**src/rtl/uart_cmd_pkg.sv**
```systemverilog
// Shared constants and state encoding for the UART command responder.
package uart_cmd_pkg;

  localparam int unsigned REG_W    = 8;
  localparam int unsigned NUM_REGS = 4;
  localparam int unsigned TO_W     = 24;

  localparam logic [7:0] OP_WRITE = 8'h57;  // 'W'
  localparam logic [7:0] OP_READ  = 8'h52;  // 'R'
  localparam logic [7:0] RSP_OK   = 8'h4B;  // 'K'
  localparam logic [7:0] RSP_ERR  = 8'h45;  // 'E'

  typedef enum logic [2:0] {
    ST_IDLE      = 3'd0,
    ST_GET_ADDR  = 3'd1,
    ST_GET_DATA  = 3'd2,
    ST_EXEC      = 3'd3,
    ST_SEND      = 3'd4,
    ST_WAIT_BUSY = 3'd5,
    ST_WAIT_DONE = 3'd6
  } state_e;

endpackage

```
**src/rtl/uart_cmd_tx_seq.sv**
```systemverilog
// Sends a 1- or 2-byte response through the transmitter handshake, then pulses done.
module uart_cmd_tx_seq
  import uart_cmd_pkg::*;
(
  input  logic       clk,
  input  logic       rst_n,
  input  logic       launch,
  input  logic       two_bytes,
  input  logic [7:0] byte0,
  input  logic [7:0] byte1,
  input  logic       tx_ready,
  output logic       tx_start,
  output logic [7:0] tx_data,
  output logic       done
);

  state_e     state_q, state_d;
  logic       pend_q, pend_d;
  logic [7:0] cur_q, cur_d;
  logic [7:0] nxt_q, nxt_d;
  logic [7:0] data_d;
  logic       start_d, done_d;

  // State and output registers.
  always_ff @(posedge clk or negedge rst_n) begin
    if (!rst_n) begin
      state_q  <= ST_IDLE;
      pend_q   <= 1'b0;
      cur_q    <= 8'h00;
      nxt_q    <= 8'h00;
      tx_start <= 1'b0;
      tx_data  <= 8'h00;
      done     <= 1'b0;
    end else begin
      state_q  <= state_d;
      pend_q   <= pend_d;
      cur_q    <= cur_d;
      nxt_q    <= nxt_d;
      tx_start <= start_d;
      tx_data  <= data_d;
      done     <= done_d;
    end
  end

  // Handshake sequencing: SEND -> WAIT_BUSY -> WAIT_DONE, repeat once for a second byte.
  always_comb begin
    state_d = state_q;
    pend_d  = pend_q;
    cur_d   = cur_q;
    nxt_d   = nxt_q;
    data_d  = tx_data;
    start_d = 1'b0;
    done_d  = 1'b0;
    case (state_q)
      ST_IDLE: begin
        if (launch) begin
          cur_d   = byte0;
          nxt_d   = byte1;
          pend_d  = two_bytes;
          state_d = ST_SEND;
        end
      end
      ST_SEND: begin
        if (tx_ready) begin
          start_d = 1'b1;
          data_d  = cur_q;
          state_d = ST_WAIT_BUSY;
        end
      end
      ST_WAIT_BUSY: begin
        if (!tx_ready) state_d = ST_WAIT_DONE;
      end
      ST_WAIT_DONE: begin
        if (tx_ready) begin
          if (pend_q) begin
            cur_d   = nxt_q;
            pend_d  = 1'b0;
            state_d = ST_SEND;
          end else begin
            done_d  = 1'b1;
            state_d = ST_IDLE;
          end
        end
      end
      default: state_d = ST_IDLE;
    endcase
  end

endmodule

```
**src/rtl/uart_cmd_responder.sv**
```systemverilog
// Three-byte UART command decoder driving a 4x8 register file with K/E responses.
module uart_cmd_responder
  import uart_cmd_pkg::*;
#(
  parameter logic [23:0] INTERBYTE_TIMEOUT = 24'd1_000_000
) (
  input  logic                      clk_10ns,
  input  logic                      uart_reset,
  input  logic [7:0]                uart_received_data,
  input  logic                      uart_rx_valid,
  input  logic                      uart_tx_ready,
  output logic                      uart_tx_start,
  output logic [7:0]                uart_transmit_data,
  output logic [NUM_REGS*REG_W-1:0] reg_out,
  output logic                      cmd_done,
  output logic [7:0]                err_count
);

  state_e          state_q, state_d;
  logic            rx_valid_q;
  logic            rx_pulse;
  logic [7:0]      rx_data;
  logic [7:0]      opcode_q, addr_q, data_q;
  logic [TO_W-1:0] to_cnt;

  logic            in_frame_c, timeout_c, byte_c, valid_cmd_c, launch_c, is_read_c;
  logic [7:0]      rsp0_c, rsp1_c;
  logic [4:0]      reg_sel_c;
  logic            tx_done;

  // Registered rising-edge detect on the receiver valid level, with its data.
  always_ff @(posedge clk_10ns or negedge uart_reset) begin
    if (!uart_reset) begin
      rx_valid_q <= 1'b0;
      rx_pulse   <= 1'b0;
      rx_data    <= 8'h00;
    end else begin
      rx_valid_q <= uart_rx_valid;
      rx_pulse   <= uart_rx_valid & ~rx_valid_q;
      rx_data    <= uart_received_data;
    end
  end

  assign in_frame_c  = (state_q == ST_GET_ADDR) || (state_q == ST_GET_DATA);
  assign timeout_c   = in_frame_c && (to_cnt == INTERBYTE_TIMEOUT);
  assign byte_c      = rx_pulse && !timeout_c;
  assign is_read_c   = (opcode_q == OP_READ);
  assign valid_cmd_c = ((opcode_q == OP_WRITE) || is_read_c) && (addr_q[7:2] == 6'd0);
  assign reg_sel_c   = {addr_q[1:0], 3'b000};
  assign launch_c    = (state_q == ST_EXEC);
  assign rsp0_c      = valid_cmd_c ? RSP_OK : RSP_ERR;
  assign rsp1_c      = reg_out[reg_sel_c +: REG_W];

  // Frame state register.
  always_ff @(posedge clk_10ns or negedge uart_reset) begin
    if (!uart_reset) state_q <= ST_IDLE;
    else             state_q <= state_d;
  end

  // Frame sequencing; ST_SEND covers the whole response handled by the sequencer.
  always_comb begin
    state_d = state_q;
    case (state_q)
      ST_IDLE:     if (rx_pulse) state_d = ST_GET_ADDR;
      ST_GET_ADDR: begin
        if (timeout_c)   state_d = ST_IDLE;
        else if (byte_c) state_d = ST_GET_DATA;
      end
      ST_GET_DATA: begin
        if (timeout_c)   state_d = ST_IDLE;
        else if (byte_c) state_d = ST_EXEC;
      end
      ST_EXEC:     state_d = ST_SEND;
      ST_SEND:     if (tx_done) state_d = ST_IDLE;
      default:     state_d = ST_IDLE;
    endcase
  end

  // Inter-byte timeout counter, running only while a frame is partially received.
  always_ff @(posedge clk_10ns or negedge uart_reset) begin
    if (!uart_reset)                              to_cnt <= '0;
    else if (in_frame_c && !timeout_c && !rx_pulse) to_cnt <= to_cnt + TO_W'(1);
    else                                          to_cnt <= '0;
  end

  // Capture opcode, address and data bytes of the frame.
  always_ff @(posedge clk_10ns or negedge uart_reset) begin
    if (!uart_reset) begin
      opcode_q <= 8'h00;
      addr_q   <= 8'h00;
      data_q   <= 8'h00;
    end else begin
      if (state_q == ST_IDLE && rx_pulse)     opcode_q <= rx_data;
      if (state_q == ST_GET_ADDR && byte_c)   addr_q   <= rx_data;
      if (state_q == ST_GET_DATA && byte_c)   data_q   <= rx_data;
    end
  end

  // Register file write and saturating error count, both decided in EXEC.
  always_ff @(posedge clk_10ns or negedge uart_reset) begin
    if (!uart_reset) begin
      reg_out   <= '0;
      err_count <= 8'h00;
    end else if (state_q == ST_EXEC) begin
      if (valid_cmd_c && !is_read_c) reg_out[reg_sel_c +: REG_W] <= data_q;
      if (!valid_cmd_c && err_count != 8'hFF) err_count <= err_count + 8'd1;
    end
  end

  uart_cmd_tx_seq u_tx_seq (
    .clk       (clk_10ns),
    .rst_n     (uart_reset),
    .launch    (launch_c),
    .two_bytes (valid_cmd_c && is_read_c),
    .byte0     (rsp0_c),
    .byte1     (rsp1_c),
    .tx_ready  (uart_tx_ready),
    .tx_start  (uart_tx_start),
    .tx_data   (uart_transmit_data),
    .done      (tx_done)
  );

  assign cmd_done = tx_done;

endmodule
```
**config.mk**
```make
export PLATFORM = sky130hd
export DESIGN_NAME = uart_cmd_responder
export DESIGN_NICKNAME = d
export VERILOG_FILES = /design/src/rtl/uart_cmd_pkg.sv /design/src/rtl/uart_cmd_tx_seq.sv /design/src/rtl/uart_cmd_responder.sv
export SDC_FILE = /design/constraint.sdc
export NUM_CORES = 1
export LEC_CHECK = 0
export BUFFER_PORTS_ARGS = -buffer_cell sky130_fd_sc_hd__buf_2
export CAP_MARGIN = 20
export CORE_UTILIZATION = 50
export DETAILED_ROUTE_END_ITERATION = 10
export PLACE_DENSITY_LB_ADDON = 0.3
export SLEW_MARGIN = 40
export SYNTH_ARGS = -nofsm -noshare
export SYNTH_HDL_FRONTEND = slang
export SYNTH_SLANG_ARGS = --single-unit
```
**constraint.sdc**
```tcl
create_clock -name clk_10ns -period 2.6 [get_ports clk_10ns]
set_input_delay 0.78 -clock clk_10ns [delete_from_list [all_inputs] [get_ports clk_10ns]]
set_output_delay 0.78 -clock clk_10ns [all_outputs]
set_load 0.1 [all_outputs]
```
; Yosys cells after proc, flatten, opt, wreduce, memory -nomap -nowiden
; Index checks and enable logic that the tools add are counted.
[totals]
register_bits = 131
output_inout_bits = 50
word_cells = 102
[op_classes]
addsub = 3
n_eq_ne = 20
n_shift = 3
mux = 28
bitwise = 2
reduce_logical = 29
[ops]
columns = op, n
row1 = $mux 3, 11
row2 = $bwmux 32, 1
row3 = $shift 8x7->32 const A, 1
row4 = $shiftx 32x6->8, 1
row5 = $shiftx 8x7->32, 1
row6 = $add 24x1->24 const B, 1
row7 = $eq 24x20->1 const B, 1
row8 = $mux 24, 1
row9 = $mux 8, 3
row10 = $eq 8x7->1 const B, 2
row11 = $pmux 8 s2, 1
row12 = $pmux 3 s5, 1
row13 = $eq 3x3->1 const B, 4
row14 = $pmux 3 s4, 1
row15 = $reduce_and 4->1, 3
row16 = $logic_and 1x1->1, 11
row17 = $ne 2x2->1 const B, 5
row18 = $add 8x1->8 const B, 1
row19 = $ne 8x8->1 const B, 1
row20 = $reduce_and 2->1, 4
row21 = $mux 1, 7
row22 = $neg 5->7, 1
row23 = $eq 3x2->1 const B, 2
row24 = $logic_not 3->1, 2
row25 = other kinds (12), 18

; Logic depth before layout (Yosys ltp)
; Gate-level depths: netlist (run 1).
[logic_depth]
depth_word = 8
ltp_mapped = 7

; By module
; A second synthesis (run 1) with hierarchy kept.
[unflattened]
hier_cells = 504
area_unflattened_um2 = 6187.2
[modules_own_cells]
columns = mod, n_inst, cells_per_inst, area_each_um2, seq_area_each_um2
row1 = uart_cmd_responder, 1, 416, 4855.9, 2527.4
row2 = uart_cmd_tx_seq, 1, 88, 1331.3, 750.7

; Least setup slack after synthesis (run 1)
; OpenSTA, ideal clock, no wires.
[synth_path]
kind = reg2reg
startpoint = register err_count[0]
endpoint = register err_count[1]
setup_ns = 0.126
arrival_time_ns = 2.066
setup_slack_ns = 0.408
path_stages_with_launch = 6
period_less_slack_ns = 2.192
cell_sequence = dfrtp_1 -> ha_1 -> nand3_1 -> o21ai_0 -> nor2_1 -> mux2_2
[synth_between]
elab_chain_cells = 3
[synth_lines]
columns = element, line_no
row1 = "start, declared", uart_cmd_responder.sv:16  ; output logic [7:0] err_count
row2 = "start signal, assigned", uart_cmd_responder.sv:106  ; if (!valid_cmd_c && err_count != 8'hFF) err_count <= err_count + 8'd1;
row3 = branches (longest 3 deep; another with $add 8x1->8), -
; Several ways; the timed one is not identified.
; A chain may end at the register's enable or synchronous reset.

; Worst setup path after layout (run 1)
[layout_path]
startpoint = register err_count[3]
endpoint = output port err_count[3]
; No word-level cell between the ends.

==> results of run 1 <==
[synth_stat cells, drive strengths merged, types with 8 or more instances]
library cell and n:
dfrtp 131, nand2 51, mux2 45, inv 43
mux2i 37, nor2 26, nand3 15, xor2 15
a21oi 13, o21ai 11, clkbuf 9, nand4 9
ha 8, mux4 8, o31ai 8, or4 8
[kinds of logic after synthesis]
family / Yosys count / synth area share, %
AND/OR/NAND/NOR: 157 / 14.08
flip-flops: 131 / 55.54
multiplexers: 90 / 17.91
buffers and inverters: 57 / 3.837
AO/OA/AOI/OAI: 36 / 3.816
XOR/XNOR: 21 / 3.116
adder cells (fa/ha/maj): 8 / 1.696
[worst reg2reg max path, cell delays in order (launching register included)]
cell     delay (ns)
dfrtp_1        0.42
inv_1          0.08
ha_1           0.14
nor4b_1        0.22
nand4_1        0.25
o21ai_2        0.42
mux2_2         0.39
[final cells by class]
class                   count  share of cell area [%]
repair buffers             70                   5.560
inverters                  43                   2.313
clock buffers              23                   6.707
clock inverters             6                   1.506
flip-flops and latches    131                   46.99
well taps                 143                   2.565
multi-input cells         312                   34.36
[flip-flops by register name (all words and copies together), names as in the netlist]
signal,flops
u_tx_seq.tx_start,1
rx_data,8
u_tx_seq.done,1
u_tx_seq.tx_data,8
u_tx_seq.nxt_q,8
u_tx_seq.cur_q,8
err_count,8
reg_out,32
rx_pulse,1
data_q,8
to_cnt,24
state_q,3
u_tx_seq.pend_q,1
rx_valid_q,1
addr_q,8
opcode_q,8
u_tx_seq.state_q,3
[through the flow]
step                      cells  area, um^2  power (mW)  setup WS [ns]
after floorplan             500        5902       4.175         0.4083
after global placement      699        6404       4.609         0.6182
after detailed placement    699        6404       4.672         0.5678
after CTS                   728        6977       7.023         0.5099
after global routing        728        6977       7.329         0.3317
final                       728        6977       6.975         0.5219
[power by group through the flow]
stage	sequential [mW]	combinational (mW)	clock [mW]
finish	2.78	1.86	2.33
global route	2.84	2.02	2.47
CTS	2.78	1.88	2.37
detailed placement	2.81	1.87	0
global placement	2.79	1.82	0
floorplan	3.22	0.956	0
[routing by layer]
layer	part of all wire (%)	routed length, um	GRT usage (%)
met5	0	0	0
met4	0.96	112	4.978
met3	4.7	545	5.873
met2	48	5548	32.51
met1	47	5433	29.90
[layout by cell type, fill, tap and decap left out, drive strengths merged]
cell and count:
nor4 5, and3b 2, o211ai 1, or2 1
nand4 9, and2 2, xnor2 6, nor2 26
o21a 1, mux2 45, and4 4, a211oi 2
bufinv 3, a21oi 13, mux2i 37, dfrtp 131
clkinv 3, nor4bb 1, buf 70, xor2 15
o21ai 11, nor3 6, mux4 8, o31ai 8
clkbuf 23, or3 5, nand3 15, nand3b 4
nor3b 6, and3 3, inv 43, nor2b 2
nand2b 3, or4b 1, or4 8, ha 8
nor4b 3, nand2 51
[worst min-delay path by stage]
stage | slack (ns) | cells after the start | to
global placement | 0.39 | 1 | rx_pulse$_DFF_PN0_
global route | 0.42 | 1 | rx_pulse$_DFF_PN0_
finish | 0.40 | 1 | rx_pulse$_DFF_PN0_
detailed placement | 0.40 | 1 | rx_pulse$_DFF_PN0_
floorplan | 0.38 | 1 | rx_pulse$_DFF_PN0_
CTS | 0.40 | 1 | rx_pulse$_DFF_PN0_
==> results_dict.tcl, run 1 <==
set metrics [dict create \
    worstMarginPinSlew_ns 0.7211 \
    p_leak_nw 3.369 \
    vias 3962 \
    fmax_ghz 0.4812 \
    n_antenna_cell 0 \
    crit_start "err_count[3]$_DFFE_PN0P_" \
    netlist.top_cell.by_area "dfrtp_1" \
    firstDrtPassIters 5 \
    die_area_um2 12240 \
    port_buffers 61 \
    worst_path_max_delay_cell "buf_2" \
    drive_gt1_share_pct 26.67 \
    postLayoutCoreUtil_pct 60.84 \
    clk_pin_slew_worst_paths_ns 0.05 \
    maxCapViolations 0 \
    power_density_nw_per_um2 999.7 \
    path_max_fanout 6 \
    status "finished clean" \
    worstReg2RegStart "to_cnt[0]$_DFF_PN0_" \
    rows 39 \
    ys.flop_type "dfrtp_1" \
    fp.coreArea_um2 11470 \
    synth-edff-count 0 \
    root_buffer "clkbuf_16" \
    synth_top_area_share_pct 55.54 \
    synth_seq_area_share_pct 55.54 \
    rsz0062_at_grt "false" \
    post_cts.repair.setup_buffers 0 \
    multi_input_area_um2 2397 \
    ys_ff_latch 131 \
    fill_cells 887 \
    seqPwrFrac_pct 39.8 \
    cts_made_buffers 17 \
    fin_nets 595 \
    synth.avg_cell_area_um2 11.80 \
    rrSetupSlack_ns 0.57 \
    synth_area_um2 5902 \
    min_path_type "register to register" \
    synthCells 500 \
    finalSetupTns_ns 0 \
    cp-end-kind "output port" \
    cp_cell_sequence "buf_2" \
    cp.arrival_ns 1.30 \
    slew_violations 0 \
    comb_power_share_pct 26.7 \
    critPathCapture "err_count[3]" \
    setup_viol 0 \
    drt_wl_total_um 11640 \
    finalClockSkew_ns 0.007539 \
    clk_path_buf_depth 2 \
    path_delay_family "buffers and inverters" \
    htree_levels 4 \
    synth_area_leaders "dfrtp_1, mux2_2, mux2i_1" \
    syn_nets 520 \
    die_x_um 110.6 \
    drtAntennaViolNets 0 \
    post-route-min-period_ns 2.078 \
    area_growth_pct 18.21 \
    avgRoutedWirePerCell_um 15.99 \
    clk_latency_ns 0.40 \
    cp_num_cells 1 \
    worstSetupPathType "register to output port" \
    grt_first_pass_wirelength_um 20490 \
    die_h_um 110.6 \
    cts_resized 0 \
    grt_pass1_vias 4061 \
    r2r-end "addr_q[1]$_DFFE_PN0P_" \
    power_switching_mw 2.380 \
    grt_usage_pct 21.15 \
    path_buf_inv 1 \
    critPathLaunchType "register" \
    ys_warn_count 0 \
    worst_path_largest_cell_delay_ns 0.46 \
    register_area_um2 3278 \
    timing.hold.ws_ns 0.4012 \
    start_util_pct 51.47 \
    clock_sinks 131 \
    place_hpwl_um 7716 \
    gp_congestion 0.8246 \
    antenna_found_initial 0 \
    route.detailed.drc 0 \
    cts_tree "built" \
    crit_required_ns 1.82 \
    post-route-period-util_pct 79.93 \
    overflow 0 \
    reg2regPathDepth 6 \
    ys_types 44 \
    vias_per_cell 5.442 \
    hold_start "rx_valid_q$_DFF_PN0_" \
    ctsHoldBuffers 0 \
    drtIter0Drc 357 \
    relSlewSlack_pct 51.75 \
    grt_max_degree 132 \
    p_int_mw 4.595 \
    hold_viol 0 \
    power_frac_clock_pct 33.5 \
    ys_async_sr_fraction_pct 100.0 \
    vdd_drop_max_mv 0.8684 \
    p_sw_share_pct 34.12 \
    io_pins 62 \
]
(Power assumes the default switching activity.)
==> run 2: changes to the inputs <==
--- a/config.mk
+++ b/config.mk
@@ -5,6 +5,7 @@
 export SDC_FILE = /design/constraint.sdc
 export NUM_CORES = 1
 export LEC_CHECK = 0
+export ABC_AREA = 1
 export BUFFER_PORTS_ARGS = -buffer_cell sky130_fd_sc_hd__buf_2
 export CAP_MARGIN = 20
 export CORE_UTILIZATION = 50
==> constraint.sdc (replaced) <==
create_clock -name clk_10ns -period 2 [get_ports clk_10ns]
set_input_delay 0.6 -clock clk_10ns [delete_from_list [all_inputs] [get_ports clk_10ns]]
set_output_delay 0.6 -clock clk_10ns [all_outputs]
set_load 0.1 [all_outputs]
==> run 2 against run 1 <==
- register-to-register slack got worse by 0.29 ns
- sequential share of layout area fell by 4.3 points
- critical path depth did not move
- critical endpoint is now err_count[5]
- first-iteration DRC count rose by 2.0%
- worst hold slack got worse by 0.33 ns
- clock power rose by 44%
- synthesized cell count rose by 62%
- routed wire length rose by 25%
==> results_dict.tcl, run 2 <==
set metrics [dict create \
    drt_wl_total_um 14520 \
    r2r-end "reg_out[10]$_DFFE_PN0P_" \
    worstMarginPinSlew_ns 0.4944 \
    largestRegisters "reg_out: 32 flops, to_cnt: 24 flops" \
    fin_nets 900 \
    ctsHoldBuffers 0 \
    n_antenna_cell 0 \
    finalClockSkew_ns 0.007568 \
    cp.arrival_ns 1.31 \
    path_max_fanout 5 \
    avgRoutedWirePerCell_um 13.64 \
    multi_input_area_um2 2740 \
    place_hpwl_um 10230 \
    cts_tree "built" \
    overflow 0 \
    syn_nets 832 \
    grt_pass1_vias 4921 \
    mostFrequentLayoutCell "nand2_1" \
    ys_async_sr_fraction_pct 100.0 \
    fill_cells 1176 \
    die_h_um 116.1 \
    yosysMostFrequentCell "nand2_1" \
    relSlewSlack_pct 67.27 \
    synth_top_area_share_pct 50.40 \
    regMostFlops "reg_out" \
    synth_area_um2 6504 \
    path_buf_inv 1 \
    setup_viol 0 \
    clk_pin_slew_worst_paths_ns 0.06 \
    synthCells 812 \
    die_area_um2 13470 \
    register_area_um2 3281 \
    min_path_type "primary input to asynchronous set/reset pin" \
    htree_levels 4 \
    drtIter0Drc 364 \
    route.detailed.drc 0 \
    fp.coreArea_um2 12670 \
    synth-edff-count 0 \
    ys_warn_count 0 \
    reg2regPathDepth 8 \
    cts_made_buffers 17 \
    synth_seq_area_share_pct 50.40 \
    antenna_found_initial 0 \
    grt_first_pass_wirelength_um 24130 \
    area_growth_pct 18.06 \
    start_util_pct 51.33 \
    rrSetupSlack_ns 0.28 \
    synth_area_leaders "dfrtp_1, nand2_1, nor2_1" \
    grt_usage_pct 23.66 \
    largest_reg_flops 32 \
    rows 41 \
    post-route-min-period_ns 1.912 \
    port_buffers 61 \
    post_cts.repair.setup_buffers 0 \
    maxCapViolations 0 \
    p_leak_nw 3.841 \
    cp_cell_sequence "buf_2" \
    worst_path_largest_cell_delay_ns 0.46 \
    clk_path_buf_depth 2 \
    finalSetupTns_ns 0 \
    die_x_um 116.1 \
    worstReg2RegStart "opcode_q[0]$_DFFE_PN0P_" \
    hold_viol 0 \
    worst_path_max_delay_cell "buf_2" \
    critPathLaunchType "register" \
    cts_resized 0 \
    path_delay_family "buffers and inverters" \
    gp_congestion 0.8928 \
    finalNonFillerCells 1065 \
    ys.flop_type "dfrtp_1" \
    slew_violations 0 \
    postLayoutCoreUtil_pct 60.60 \
    netlist.top_cell.by_area "dfrtp_1" \
    vias_per_cell 5.137 \
    worstSetupPathType "register to output port" \
    vias 5471 \
    drive_gt1_share_pct 14.78 \
    power_density_nw_per_um2 1360 \
    status "finished clean" \
    crit_required_ns 1.40 \
    fmax_ghz 0.5230 \
    clock_sinks 131 \
    cp-end-kind "output port" \
    dp_cells 1033 \
    root_buffer "clkbuf_16" \
    grt_max_degree 52 \
    rsz0062_at_grt "false" \
    ys_ff_latch 131 \
    firstDrtPassIters 5 \
    synthTopCellsByCount "nand2_1, nor2_1, dfrtp_1" \
    ys_types 35 \
    synth.avg_cell_area_um2 8.010 \
    final_cell_mix "nand2_1, nor2_1, dfrtp_1" \
    io_pins 62 \
    clk_latency_ns 0.42 \
    post-route-period-util_pct 95.60 \
    drtAntennaViolNets 0 \
    vdd_drop_max_mv 0.6127 \
]
## run 2: changes by cell type after synthesis, moves of 8 or more
| cell | previous run | this run |
|---|---|---|
| nand2_1 | 51 | 198 |
| nor2_1 | 26 | 136 |
| o21ai_0 | 9 | 55 |
| mux2_2 | 45 | 0 |
| inv_1 | 43 | 85 |
| nand3_1 | 14 | 53 |
| mux2i_1 | 37 | 0 |
| nand4_1 | 9 | 37 |
| nor3_1 | 5 | 19 |
| a21oi_1 | 12 | 3 |
| buf_2 | 4 | 12 |
| mux4_2 | 8 | 0 |
| o31ai_1 | 8 | 0 |
## run 2: cell type report
cell class | count | area share, %
flip-flops and latches | 131 | 42.72
clock buffers | 20 | 6.078
multi-input cells | 565 | 35.69
well taps | 172 | 2.803
repair buffers | 75 | 5.915
clock inverters | 12 | 2.330
inverters | 90 | 4.465
## run 2: power by group
group	leakage, nW	internal, mW	switching, mW	total (mW)
combinational	1.80	0.912	2.64	3.55
clock	0.308	2.18	1.16	3.35
sequential	1.73	3.19	0.351	3.54
total	3.84	6.29	4.15	10.4
## run 2: metrics by stage
| stage | hold slack (ns) | power, mW | setup slack, ns | instance area [um^2] |
|---|---|---|---|---|
| after global routing | 0.09507 | 11.04 | 0.02851 | 7679 |
| after CTS | 0.08039 | 10.48 | 0.07384 | 7669 |
| after detailed placement | 0.3990 | 7.105 | 0.1781 | 7023 |
| after global placement | 0.3954 | 7.060 | 0.2151 | 7023 |
| after floorplan | 0.3044 | 6.281 | 0.04340 | 6511 |
| final | 0.07499 | 10.44 | 0.08794 | 7679 |
## run 2: worst max path at each step
stage	startpoint	end	slack (ns)	cells after the start
2_1_floorplan	addr_q[0]$_DFFE_PN0P_	reg_out[7]$_DFFE_PN0P_	0.04	10
3_3_place_gp	to_cnt[0]$_DFF_PN0_	data_q[3]$_DFFE_PN0P_	0.22	9
3_5_place_dp	to_cnt[0]$_DFF_PN0_	addr_q[0]$_DFFE_PN0P_	0.18	9
4_1_cts	err_count[5]$_DFFE_PN0P_	err_count[5]	0.07	1
5_1_grt	err_count[5]$_DFFE_PN0P_	err_count[5]	0.03	1
6_report	err_count[5]$_DFFE_PN0P_	err_count[5]	0.09	1
## run 2: cell families (layout without fill, tap and decap cells)
kind of cell	count (synthesis)	count (layout)	synth area share [%]
xor gates and xnor gates	17	17	2.289
and+or+nand+nor	463	463	31.76
buffers and inverters	116	197	7.695
adders and majority gates	8	8	1.539
DFF	131	131	50.40
AOI/OAI and AO/OA	77	77	6.310
## run 2: routing by layer
layer / GRT usage [%] / vias to the layer above / wire (um)
met4: 10.26 / 0 / 335
met1: 33.38 / 2543 / 6791
met5: 0 / - / 0
met3: 5.544 / 30 / 791
li1: - / 2748 / -
met2: 34.92 / 150 / 6604
==> run 3: changes to the inputs <==
--- a/config.mk
+++ b/config.mk
@@ -8,7 +8,9 @@
 export ABC_AREA = 1
 export BUFFER_PORTS_ARGS = -buffer_cell sky130_fd_sc_hd__buf_2
 export CAP_MARGIN = 20
-export CORE_UTILIZATION = 50
+export CELL_PAD_IN_SITES_DETAIL_PLACEMENT = 0
+export CELL_PAD_IN_SITES_GLOBAL_PLACEMENT = 1
+export CORE_UTILIZATION = 44
 export DETAILED_ROUTE_END_ITERATION = 10
 export PLACE_DENSITY_LB_ADDON = 0.3
 export SLEW_MARGIN = 40
==> run 3 against run 2 <==
- routed wire length up 5.5%
- count of clock-buffer cells in the layout up 1
- critical path type unchanged
- maximum frequency up 1.3%
- register-to-register slack worse by 0.08 ns
- clock power down 10%
- worst setup slack better by 0.025 ns
- combinational power about the same
==> results_dict.tcl, run 3 (same netlist as run 2, synthesis figures left out) <==
set metrics [dict create \
    status "finished clean" \
    crit_required_ns 1.40 \
    finalSetupTns_ns 0 \
    vias 5466 \
    worstSetupPathType "register to output port" \
    io_pins 62 \
    setup_viol 0 \
    fmax_ghz 0.5299 \
    finalPower_mw 10.12 \
    critPathLaunchType "register" \
    antenna_found_initial 0 \
    min_path_type "primary input to asynchronous set/reset pin" \
    path_delay_family "buffers and inverters" \
    final_area_um2 7645 \
    worst_path_max_delay_cell "buf_2" \
    relSlewSlack_pct 67.30 \
    drtIter0Drc 359 \
    fin_nets 903 \
    grt_first_pass_wirelength_um 25470 \
    clk_path_buf_depth 2 \
    timing.hold.ws_ns 0.1291 \
    start_util_pct 44.92 \
    route.detailed.drc 0 \
    largest_reg_flops 32 \
    die_h_um 123.6 \
    grt_usage_pct 21.96 \
    path_max_fanout 5 \
    mostFrequentLayoutCell "nand2_1" \
    placed_area_um2 7069 \
    worstMarginPinSlew_ns 0.4940 \
    maxCapViolations 0 \
    area_growth_pct 17.55 \
    clock_sinks 131 \
    n_antenna_cell 0 \
    hold_viol 0 \
    clk_pin_slew_worst_paths_ns 0.06 \
    grt_pass1_vias 5082 \
    post-route-min-period_ns 1.887 \
    post_cts.repair.setup_buffers 0 \
    ctsHoldBuffers 0 \
    post-route-period-util_pct 94.37 \
    cts_tree "built" \
    power_density_nw_per_um2 1324 \
    root_buffer "clkbuf_16" \
    fp.coreArea_um2 14480 \
    clk_latency_ns 0.42 \
    drive_gt1_share_pct 14.73 \
    p_leak_nw 3.831 \
    drtAntennaViolNets 0 \
    cp.arrival_ns 1.29 \
    vdd_drop_max_mv 0.7329 \
    post-place-ws_ns 0.2161 \
    fin_ws_ns 0.1127 \
    firstDrtPassIters 5 \
    die_area_um2 15270 \
    rsz0062_at_grt "false" \
    finalClockSkew_ns 0.006843 \
    final_cell_mix "nand2_1, nor2_1, dfrtp_1" \
    cts_made_buffers 17 \
    avgRoutedWirePerCell_um 14.19 \
    htree_levels 4 \
    overflow 0 \
    regMostFlops "reg_out" \
    path_buf_inv 1 \
    rrSetupSlack_ns 0.20 \
    cp-end-kind "output port" \
    gp_congestion 0.8409 \
    rows 44 \
    port_buffers 61 \
    slew_violations 0 \
    cp_cell_sequence "buf_2" \
    die_x_um 123.6 \
    largestRegisters "reg_out: 32 flops, to_cnt: 24 flops" \
    place_hpwl_um 11330 \
    drt_wl_total_um 15320 \
    worst_path_largest_cell_delay_ns 0.46 \
    vias_per_cell 5.061 \
    grt_max_degree 37 \
]
run 3: cell type report:
type	instances	area (um^2)
clock inverter	11	110.1
multi-input combinational	565	2735
clock buffer	21	460.4
fill	1377	6834
sequential	131	3281
inverter	90	342.8
tap	184	230.2
timing repair buffer	78	485.5
run 3: metrics by stage:
stage / util (%) / cells
2_1_floorplan: - / 812
3_3_place_gp: 48.82 / 1048
3_5_place_dp: 48.82 / 1048
4_1_cts: 52.77 / 1080
5_1_grt: 52.80 / 1080
6_report: 52.80 / 1080
run 3: where the power goes:
group,total (mW),internal (mW),switching [mW]
Clock,3.01,1.88,1.13
Combinational,3.57,0.891,2.67
Sequential,3.54,3.19,0.350
Total,10.1,5.97,4.15
run 3: timing repair:
item | in CTS | in global routing
endpoints found under the hold margin | 0 | 0
endpoints found under the setup margin | 0 | 2
gates resized for setup | 0 | 1
run 3: worst paths after layout:
path,cells past startpoint,endpoint,start
max in group asynchronous,2,err_count[1]$_DFFE_PN0P_,uart_reset
hold reg to reg,1,rx_pulse$_DFF_PN0_,rx_valid_q$_DFF_PN0_
setup / recovery,1,err_count[2],err_count[2]$_DFFE_PN0P_
min in group clk_10ns,1,rx_data[5]$_DFF_PN0_,uart_received_data[5]
hold / removal,1,to_cnt[7]$_DFF_PN0_,uart_reset
setup reg to reg,7,reg_out[6]$_DFFE_PN0P_,addr_q[1]$_DFFE_PN0P_
run 3: layer usage:
| layer | vias to the layer above | global-route usage [%] | wire, um |
|---|---|---|---|
| met1 | 2583 | 31.29 | 7439 |
| li1 | 2759 | - | - |
| met4 | 0 | 7.605 | 259 |
| met5 | - | 0 | 0 |
| met3 | 20 | 4.579 | 653 |
| met2 | 104 | 33.13 | 6969 |
